File: src/rtl/core_pkg.sv
// Shared definitions for the Fibonacci RV32 core: sequencer states, opcodes,
// error codes, immediate-select encodings and the halt instruction.
package core_pkg;

  typedef enum logic [2:0] {
    ST_IDLE      = 3'd0,
    ST_FETCH     = 3'd1,
    ST_DECODE    = 3'd2,
    ST_EXECUTE   = 3'd3,
    ST_WRITEBACK = 3'd4,
    ST_HALT      = 3'd5
  } state_e;

  typedef enum logic [1:0] {
    ERR_NONE       = 2'd0,
    ERR_ILLEGAL    = 2'd1,
    ERR_TIMEOUT    = 2'd2,
    ERR_MISALIGNED = 2'd3
  } err_e;

  localparam logic [6:0] OPC_R = 7'b0110011;
  localparam logic [6:0] OPC_I = 7'b0010011;
  localparam logic [6:0] OPC_B = 7'b1100011;
  localparam logic [6:0] OPC_J = 7'b1101111;

  // immrd select values consumed by the immediate generator
  localparam logic [1:0] IMM_I = 2'd0;
  localparam logic [1:0] IMM_B = 2'd1;
  localparam logic [1:0] IMM_J = 2'd2;

  // jal x0,0 : a self-loop, treated as a clean stop
  localparam logic [31:0] HALT_INSTR = 32'h0000_006F;

  function automatic logic opcode_legal(input logic [6:0] op);
    return (op == OPC_R) || (op == OPC_I) || (op == OPC_B) || (op == OPC_J);
  endfunction

endpackage

File: src/rtl/core_sequencer_if.sv
// Instruction-memory fetch port of the core sequencer.
// Handshake: imem_req rises in FETCH and stays high with imem_addr stable until
// a cycle in which imem_ack is high; that cycle transfers imem_rdata. An ack
// while imem_req is low is ignored.
interface core_sequencer_if #(
  parameter int XLEN = 32
) ();

  logic            imem_req;
  logic [XLEN-1:0] imem_addr;
  logic            imem_ack;
  logic [XLEN-1:0] imem_rdata;

  modport master (
    output imem_req,
    output imem_addr,
    input  imem_ack,
    input  imem_rdata
  );

  modport slave (
    input  imem_req,
    input  imem_addr,
    output imem_ack,
    output imem_rdata
  );

endinterface

File: src/rtl/core_next_pc.sv
// Combinational next-PC selection: JAL and taken bne jump by the immediate,
// everything else falls through to pc+4. Flags a non-word-aligned result.
module core_next_pc
  import core_pkg::*;
#(
  parameter int XLEN = 32
) (
  input  logic [XLEN-1:0] pc,
  input  logic [XLEN-1:0] imm,
  input  logic [6:0]      opcode,
  input  logic            branch,
  input  logic            zero,
  output logic [XLEN-1:0] next_pc,
  output logic            misaligned
);

  logic take;

  always_comb begin
    // only bne is supported, so a branch is taken when operands differ
    take       = (opcode == OPC_J) || ((opcode == OPC_B) && branch && !zero);
    next_pc    = take ? (pc + imm) : (pc + XLEN'(4));
    misaligned = |next_pc[1:0];
  end

endmodule

File: src/rtl/core_sequencer.sv
// Multi-cycle fetch/decode/execute/writeback sequencer: owns pc, ir and the
// retired counter, drives instruction fetch and gates rf/pc write strobes.
module core_sequencer
  import core_pkg::*;
#(
  parameter int              XLEN     = 32,
  parameter logic [XLEN-1:0] RESET_PC = '0,
  parameter int              TIMEOUT  = 64
) (
  input  logic            clk,
  input  logic            rst,
  input  logic            start,
  core_sequencer_if.master imem,
  output logic [XLEN-1:0] ir_o,
  input  logic            regwrite_i,
  input  logic            branch_i,
  input  logic [XLEN-1:0] imm_i,
  input  logic            alu_zero_i,
  output logic [XLEN-1:0] pc_o,
  output logic [XLEN-1:0] pc_plus4_o,
  output logic            rf_we,
  output logic            busy,
  output logic            halted,
  output logic [1:0]      err_code,
  output logic [31:0]     retired,
  output state_e          dbg_state
);

  // wait counter holds 0..TIMEOUT-1; reaching TIMEOUT-1 without ack times out
  localparam int CW = (TIMEOUT > 1) ? $clog2(TIMEOUT) : 1;

  state_e          state_q, state_d;
  logic [XLEN-1:0] pc_q, pc_d;
  logic [XLEN-1:0] ir_q, ir_d;
  logic [XLEN-1:0] npc_q, npc_d;
  logic [CW-1:0]   cnt_q, cnt_d;
  err_e            err_q, err_d;
  logic [31:0]     ret_q, ret_d;
  logic            rw_q, rw_d;

  logic [XLEN-1:0] next_pc;
  logic            misaligned;

  core_next_pc #(
    .XLEN(XLEN)
  ) u_next_pc (
    .pc        (pc_q),
    .imm       (imm_i),
    .opcode    (ir_q[6:0]),
    .branch    (branch_i),
    .zero      (alu_zero_i),
    .next_pc   (next_pc),
    .misaligned(misaligned)
  );

  always_ff @(posedge clk) begin
    if (rst) begin
      state_q <= ST_IDLE;
      pc_q    <= RESET_PC;
      ir_q    <= '0;
      npc_q   <= '0;
      cnt_q   <= '0;
      err_q   <= ERR_NONE;
      ret_q   <= '0;
      rw_q    <= 1'b0;
    end else begin
      state_q <= state_d;
      pc_q    <= pc_d;
      ir_q    <= ir_d;
      npc_q   <= npc_d;
      cnt_q   <= cnt_d;
      err_q   <= err_d;
      ret_q   <= ret_d;
      rw_q    <= rw_d;
    end
  end

  always_comb begin
    state_d = state_q;
    pc_d    = pc_q;
    ir_d    = ir_q;
    npc_d   = npc_q;
    cnt_d   = cnt_q;
    err_d   = err_q;
    ret_d   = ret_q;
    rw_d    = rw_q;
    unique case (state_q)
      ST_IDLE: begin
        if (start) begin
          state_d = ST_FETCH;
          pc_d    = RESET_PC;
          cnt_d   = '0;
        end
      end
      ST_FETCH: begin
        if (imem.imem_ack) begin
          ir_d    = imem.imem_rdata;
          cnt_d   = '0;
          state_d = ST_DECODE;
        end else if (cnt_q == CW'(TIMEOUT - 1)) begin
          err_d   = ERR_TIMEOUT;
          cnt_d   = '0;
          state_d = ST_HALT;
        end else begin
          cnt_d = cnt_q + CW'(1);
        end
      end
      ST_DECODE: begin
        if (!opcode_legal(ir_q[6:0])) begin
          err_d   = ERR_ILLEGAL;
          state_d = ST_HALT;
        end else if (ir_q == XLEN'(HALT_INSTR)) begin
          err_d   = ERR_NONE;
          state_d = ST_HALT;
        end else begin
          state_d = ST_EXECUTE;
        end
      end
      ST_EXECUTE: begin
        if (misaligned) begin
          err_d   = ERR_MISALIGNED;
          state_d = ST_HALT;
        end else begin
          // regwrite is settled since DECODE; capturing it keeps rf_we a pure flop output
          npc_d   = next_pc;
          rw_d    = regwrite_i;
          state_d = ST_WRITEBACK;
        end
      end
      ST_WRITEBACK: begin
        pc_d    = npc_q;
        ret_d   = ret_q + 32'd1;
        state_d = ST_FETCH;
      end
      ST_HALT: begin
        if (start) begin
          err_d   = ERR_NONE;
          pc_d    = RESET_PC;
          cnt_d   = '0;
          state_d = ST_FETCH;
        end
      end
      default: state_d = ST_IDLE;
    endcase
  end

  assign imem.imem_req  = (state_q == ST_FETCH);
  assign imem.imem_addr = pc_q;

  assign ir_o       = ir_q;
  assign pc_o       = pc_q;
  assign pc_plus4_o = pc_q + XLEN'(4);
  assign rf_we      = (state_q == ST_WRITEBACK) && rw_q;
  assign busy       = (state_q == ST_FETCH) || (state_q == ST_DECODE) ||
                      (state_q == ST_EXECUTE) || (state_q == ST_WRITEBACK);
  assign halted     = (state_q == ST_HALT);
  assign err_code   = err_q;
  assign retired    = ret_q;
  assign dbg_state  = state_q;

endmodule

File: src/flat_wrapper.sv
// flat-port wrapper written by rule: the top's interface ports become plain ports
module core_sequencer_flat import core_pkg::*;
#(
  parameter int              XLEN     = 32,
  parameter logic [XLEN-1:0] RESET_PC = '0,
  parameter int              TIMEOUT  = 64
)
  (clk, rst, start, ir_o, regwrite_i, branch_i, imm_i, alu_zero_i, pc_o, pc_plus4_o, rf_we, busy, halted, err_code, retired, dbg_state, imem_imem_req, imem_imem_addr, imem_imem_ack, imem_imem_rdata);
  core_sequencer_if #(.XLEN(XLEN)) imem_i ();
  input  logic clk;
  input  logic rst;
  input  logic start;
  output logic [XLEN-1:0] ir_o;
  input  logic regwrite_i;
  input  logic branch_i;
  input  logic [XLEN-1:0] imm_i;
  input  logic alu_zero_i;
  output logic [XLEN-1:0] pc_o;
  output logic [XLEN-1:0] pc_plus4_o;
  output logic rf_we;
  output logic busy;
  output logic halted;
  output logic [1:0] err_code;
  output logic [31:0] retired;
  output state_e dbg_state;
  output wire logic [$bits(imem_i.imem_req)-1:0] imem_imem_req;
  output wire logic [$bits(imem_i.imem_addr)-1:0] imem_imem_addr;
  input wire logic [$bits(imem_i.imem_ack)-1:0] imem_imem_ack;
  input wire logic [$bits(imem_i.imem_rdata)-1:0] imem_imem_rdata;
  assign imem_imem_req = imem_i.imem_req;
  assign imem_imem_addr = imem_i.imem_addr;
  assign imem_i.imem_ack = imem_imem_ack;
  assign imem_i.imem_rdata = imem_imem_rdata;
  core_sequencer #(.XLEN(XLEN), .RESET_PC(RESET_PC), .TIMEOUT(TIMEOUT)) u_core (.clk(clk), .rst(rst), .start(start), .imem(imem_i), .ir_o(ir_o), .regwrite_i(regwrite_i), .branch_i(branch_i), .imm_i(imm_i), .alu_zero_i(alu_zero_i), .pc_o(pc_o), .pc_plus4_o(pc_plus4_o), .rf_we(rf_we), .busy(busy), .halted(halted), .err_code(err_code), .retired(retired), .dbg_state(dbg_state));
endmodule
File: config.mk
export PLATFORM = sky130hd
export DESIGN_NAME = core_sequencer_flat
export DESIGN_NICKNAME = d
export VERILOG_FILES = /design/src/rtl/core_pkg.sv /design/src/rtl/core_sequencer_if.sv /design/src/rtl/core_next_pc.sv /design/src/rtl/core_sequencer.sv /design/src/flat_wrapper.sv
export SDC_FILE = /design/constraint.sdc
export NUM_CORES = 1
export LEC_CHECK = 0
export ABC_AREA = 1
export CORE_UTILIZATION = 54
export CTS_BUF_LIST = sky130_fd_sc_hd__clkbuf_16
export CTS_CLUSTER_DIAMETER = 50
export DETAILED_ROUTE_END_ITERATION = 6
export HOLD_SLACK_MARGIN = 0.12
export PLACE_DENSITY = 0.91
export SLEW_MARGIN = 10
export SYNTH_ARGS = -nofsm -noshare
export SYNTH_HDL_FRONTEND = slang
export SYNTH_SLANG_ARGS = --single-unit
File: constraint.sdc
create_clock -name clk -period 4.12 [get_ports clk]
set_input_delay 0.618 -clock clk [delete_from_list [all_inputs] [get_ports clk]]
set_output_delay 0.618 -clock clk [all_outputs]
set_load 0.02 [all_outputs]
---- Word level (Yosys, flattened, before mapping) ----
Cells that the tools add are included.
operators by class
  add/sub/neg operators ................... 4
  bitwise operators ....................... 1
  reduce and logical (&&, ||, !) cells .... 23
  multiplexer cells ....................... 21
  equality and inequality tests ........... 18
operators by type and width
  kind                                                              number
  32-bit two-way mux                                                2
  32-bit case mux with 2 select lines                               1
  32-bit by 1-bit adder with 32-bit output, second input constant   1
  32-bit by 3-bit adder with 32-bit output, second input constant   1
  32-bit adder                                                      1
  32-bit by 7-bit == test with 1-bit output, second input constant  1
  6-bit two-way mux                                                 3
  3-bit two-way mux                                                 5
  3-bit case mux with 5 select lines                                1
  7-bit == test, second input constant                              2
  2-bit two-way mux                                                 6
  6-bit case mux with 2 select lines                                1
  2-bit AND reduction                                               5
  2-bit case mux with 4 select lines                                1
  7-bit by 5-bit == test with 1-bit output, second input constant   1
  7-bit by 6-bit == test with 1-bit output, second input constant   1
  1-bit logical OR                                                  7
  6-bit by 1-bit adder with 6-bit output, second input constant     1
  3-bit by 2-bit == test with 1-bit output, second input constant   2
  3-bit == test, second input constant                              2
  6-bit == test, second input constant                              1
  2-bit by 1-bit != test with 1-bit output, second input constant   3
  6-bit AND reduction                                               1
  2-bit != test, second input constant                              2
  11 further kinds                                                  15
storage, ports and cells
  bits in registers ....................... 140
  input port bits ......................... 71
  word-level logic and storage cells ...... 75
  output and inout bits ................... 169

---- Longest topological paths before layout ----
Gate-level depths: netlist of the first run.
  depth after elaboration ................. 8
  gate-level depth with buffers ........... 14
  mapped depth without buffers ............ 13

---- By module ----
From an unflattened synthesis of the first run, not the netlist that was laid out.
second synthesis, totals
  cell total of the unflattened synthesis .. 1,772
  area total of the unflattened synthesis .. 10,595.2 µm²
by module, submodules not included
  module          instances  area an instance (µm²)  cells an instance
  core_sequencer  1          7,070.5                 1,035
  core_next_pc    1          3,524.6                 737

---- Worst setup path after synthesis of the first run ----
Ideal clock, no wire load.
  path kind ............................... reg-to-output
  from .................................... reg u_core.pc_q[3] (netlist: u_core.imem.imem_addr[3])
  to ...................................... out pc_plus4_o[16]
  arrival time ............................ 1.817 ns
  required time ........................... 3.502 ns
  buffers on the path ..................... 0
  path slack .............................. 1.685 ns
  stages on the path, launching flop included .. 9
  path through ............................ dfxtp_1 -> ha_1 -> nand3_2 -> inv_2 -> nand2_1 -> inv_1 -> nand2_2 -> nor2_4 -> xor2_1
between the ends
  longest elaborated chain between the ends .. 1
ends and longest elaborated chain
  item                                      RTL line               source
  start: declaration                        core_sequencer.sv:33   logic [XLEN-1:0] pc_q, pc_d;
  start signal: assignment                  core_sequencer.sv:68   pc_q <= pc_d;
  32-bit by 3-bit adder with 32-bit output  core_sequencer.sv:152  assign pc_plus4_o = pc_q + XLEN'(4);
  end: declaration                          flat_wrapper.sv:19     output logic [XLEN-1:0] pc_plus4_o;
Every way passes these cells.

---- Final worst setup path of the first run ----
Same ends and word-level chain as after synthesis.

==> results of run 1 <==
-- worst max-delay path by stage --
stage,start,slack [ps],endpoint,cells past startpoint
global placement,u_core.imem.imem_addr[3],1060,pc_plus4_o[16],9
CTS,u_core.imem.imem_addr[3],570,pc_plus4_o[16],9
floorplan,u_core.imem.imem_addr[3],1680,pc_plus4_o[16],8
finish,u_core.imem.imem_addr[3],540,pc_plus4_o[16],9
detailed placement,u_core.imem.imem_addr[3],1040,pc_plus4_o[16],9
global route,u_core.imem.imem_addr[2],350,pc_plus4_o[24],11
-- power by group --
part	switching, mW	total, mW	internal, mW
logic	0.411	0.687	0.276
registers	0.0599	1.48	1.42
clock network	0.675	1.53	0.854
total	1.15	3.70	2.55
-- critical path: stages, from the launching register on --
cell,delay [ps]
dfxtp_1,480
ha_1,340
nand3_2,140
inv_2,130
nand2_1,120
inv_1,130
nand2_2,90
nor2_4,130
xor2_1,300
clkdlybuf4s50_1,670
-- state kept, by name, summed over array words and instances, names as in the netlist --
register,count
u_core.imem.imem_addr,32
u_core.ir_o,32
u_core.npc_q,32
u_core.retired,32
u_core.cnt_q,6
u_core.dbg_state,3
u_core.err_code,2
u_core.rw_q,1
-- synth_stat cells, drive strengths merged --
library cell / number
inv: 189
a311oi: 1
ha: 34
a211oi: 7
xnor2: 12
xor2: 32
o32ai: 2
buf: 49
o211ai: 1
nand3: 89
o21bai: 4
nor3b: 2
nand2: 425
nor3: 36
nand4: 18
a21oi: 113
o21ai: 77
and2: 3
clkbuf: 26
o21a: 1
a31oi: 3
a21o: 1
nand3b: 3
nor2: 218
or2: 10
o21ba: 1
fa: 1
dfxtp: 140
nor4: 2
-- cells by family (layout without fill, tap and decap cells) --
logic type | Yosys count | count (layout) | share of synthesized area [%]
AND/OR/NAND/NOR | 806 | 806 | 36.6
buffers and inverters | 264 | 469 | 12.3
AO/OA/AOI/OAI | 211 | 211 | 12.0
flip-flops | 140 | 140 | 30.2
XOR/XNOR | 44 | 44 | 4.15
adder cells (fa/ha/maj) | 35 | 35 | 4.79
-- stage by stage --
| step | util (%) | setup slack (ps) | hold WS [ps] | total power, mW | instance area [µm²] |
|---|---|---|---|---|---|
| final | 72.9 | 544 | 448 | 3.70 | 12200 |
| after CTS | 72.9 | 569 | 450 | 3.70 | 12200 |
| after floorplan | - | 1680 | 424 | 1.89 | 9290 |
| after global placement | 69.4 | 1060 | 433 | 2.17 | 11600 |
| after global routing | 72.9 | 354 | 470 | 3.84 | 12200 |
| after detailed placement | 69.4 | 1040 | 440 | 2.18 | 11600 |
-- metal layers --
layer	share of wire, %	track usage [%]
met1	40	44.0
met2	46	58.1
met3	11	6.89
met4	3.1	13.1
met5	0	0
-- cell type report --
class	count	area, µm²
clock buffers	17	425
clock inverters	15	159
fillers	1414	4530
inverters	189	709
multi-input cells	1096	5340
flip-flops and latches	140	2800
well taps	220	275
repair buffers	248	2450
==> reports/qor.txt, run 1 <==
===========================================================================================
Result of the run ............................................................ finished, final reports clean
Number of buffers added to fix hold violations after cts .....................            0
Vias in the first global route ...............................................         9816
Root buffer selected by CTS ..................................................    clkbuf_16
WHS Endpoint ................................................................. u_core.npc_q[0]
Wire length per cell after detailed routing ..................................      15.9 µm
Endpoint of the worst-slack reg-to-reg timing path ........................... u_core.npc_q[21]
Fraction of post-synthesis cell area in the top cell type by area ............        30.2%
Post-Synthesis Mean Instance Area ............................................     6.19 µm²
Post-route DRC ...............................................................            0
Latest clock arrival within the worst-skew pair ..............................       430 ps
I/O pin cnt ..................................................................          240
Largest net degree at the start of global routing ............................           75
Measured slew at the worst slew-check pin ....................................      1090 ps
Unrepaired setup endpoints after global routing ..............................           no
Relative slew margins ........................................................        26.9%
Die span in x ................................................................       133 µm
Setup Skew ...................................................................      11.3 ps
Highest achievable clock rate ................................................    0.280 GHz
Maximum number of buffers from clock root to sink ............................            2
Commonest non-fill, non-tap cell in the layout ...............................      nand2_1
Startpoint kind of the worst setup timing path ...............................     register
Arrival time worst endpoint ..................................................      2960 ps
Resized Gates After CTS ......................................................            0
Max-slew violations ..........................................................            0
Post-synth net total .........................................................         1606
Placed instance count ........................................................         1893
Post-CTS Setup Bufs ..........................................................            0
Cell types occupying the most area after synthesis ........................... dfxtp_1 30%, nand2_1 17%, nor2_1 8.4%
Number of buffers created by CTS .............................................           17
Die Y-Extent .................................................................       133 µm
FF-to-FF Start ............................................................... u_core.imem.imem_addr[0]
Reg-to-reg setup timing slack ................................................      1510 ps
IR Drop Worst-Case VDD .......................................................       317 µV
Final setup TNS ..............................................................         0 ps
Post-synthesis instance area .................................................  0.00929 mm²
Final Non-Filler Cells .......................................................         1925
Final hold violation count ...................................................            0
Residual antenna-violating net count after detailed routing ..................            0
Final Critical Period ........................................................      3580 ps
Global router's overall resource usage .......................................        34.7%
Clock slew at the register clock pins of the worst setup and hold paths ......        60 ps
Buffers on Ports .............................................................          239
Flop and latch count out of synthesis ........................................          140
Cell Pwr Density .............................................................   304 mW/mm²
Global placement routability congestion ......................................        0.987
Global-route wire length before repair .......................................     48900 µm
Count of cells along the worst hold path .....................................            2
Remaining Overflow, GRT ......................................................            0
Total number of vias .........................................................        10500
Commonest cells after routing, fill and taps aside ........................... 417 x nand2_1, 238 x clkdlybuf4s50_1, 209 x nor2_1, 187 x inv_1, 140 x dfxtp_1
Number of library cell types mapped by synthesis .............................           45
Detailed Place HPWL ..........................................................     22600 µm
Setup-failing EPs final ......................................................            0
TritonCTS Sinks ..............................................................          140
Critical path class .......................................................... register to output port
Routed via count divided by cell count .......................................         5.44
Leakage ......................................................................      5.23 nW
Number of design-rule violations left by the first detailed-router iteration .          876
Hold path startpoint ......................................................... u_core.npc_q[0]
Initial antenna violation count ..............................................            0
Net count, final .............................................................         1798
Core Rows ....................................................................           47
Number of inserted diodes ....................................................            0
Floorplan die area ...........................................................   0.0177 mm²
CTS tree .....................................................................        built
Largest area contributor in the synthesized netlist ..........................      dfxtp_1
Synthesis-to-layout area growth ..............................................        31.0%
Max Cap Violations ...........................................................            0
Router iterations before antenna repair ......................................            7
Worst R2R Path Depth .........................................................           11
Post-synthesis instance total ................................................         1500
YS warnings ..................................................................            0
Starting Density .............................................................        55.6%
Post-route fraction of the period consumed by the critical path ..............        86.8%
Crit end category ............................................................  output port
Proportion of layout cells with a drive suffix above 1 .......................        4.52%
Register area share after synthesis ..........................................        30.2%
Depth of the CTS H-tree ......................................................            4
Maximum fanout along the worst path ..........................................            7
Floorplan core area ..........................................................   0.0167 mm²
CP required ..................................................................      3500 ps
Final WL .....................................................................     30500 µm
Kind of path behind the tightest hold check .................................. register to register
===========================================================================================
Power figures use the tool's default switching activity.
==> run 2: changes to the inputs <==
SKIP_CTS_REPAIR_TIMING = 1   (was default)
==> results of run 2 <==
The final DEF is identical to that of run 1; final timing and power are the same.
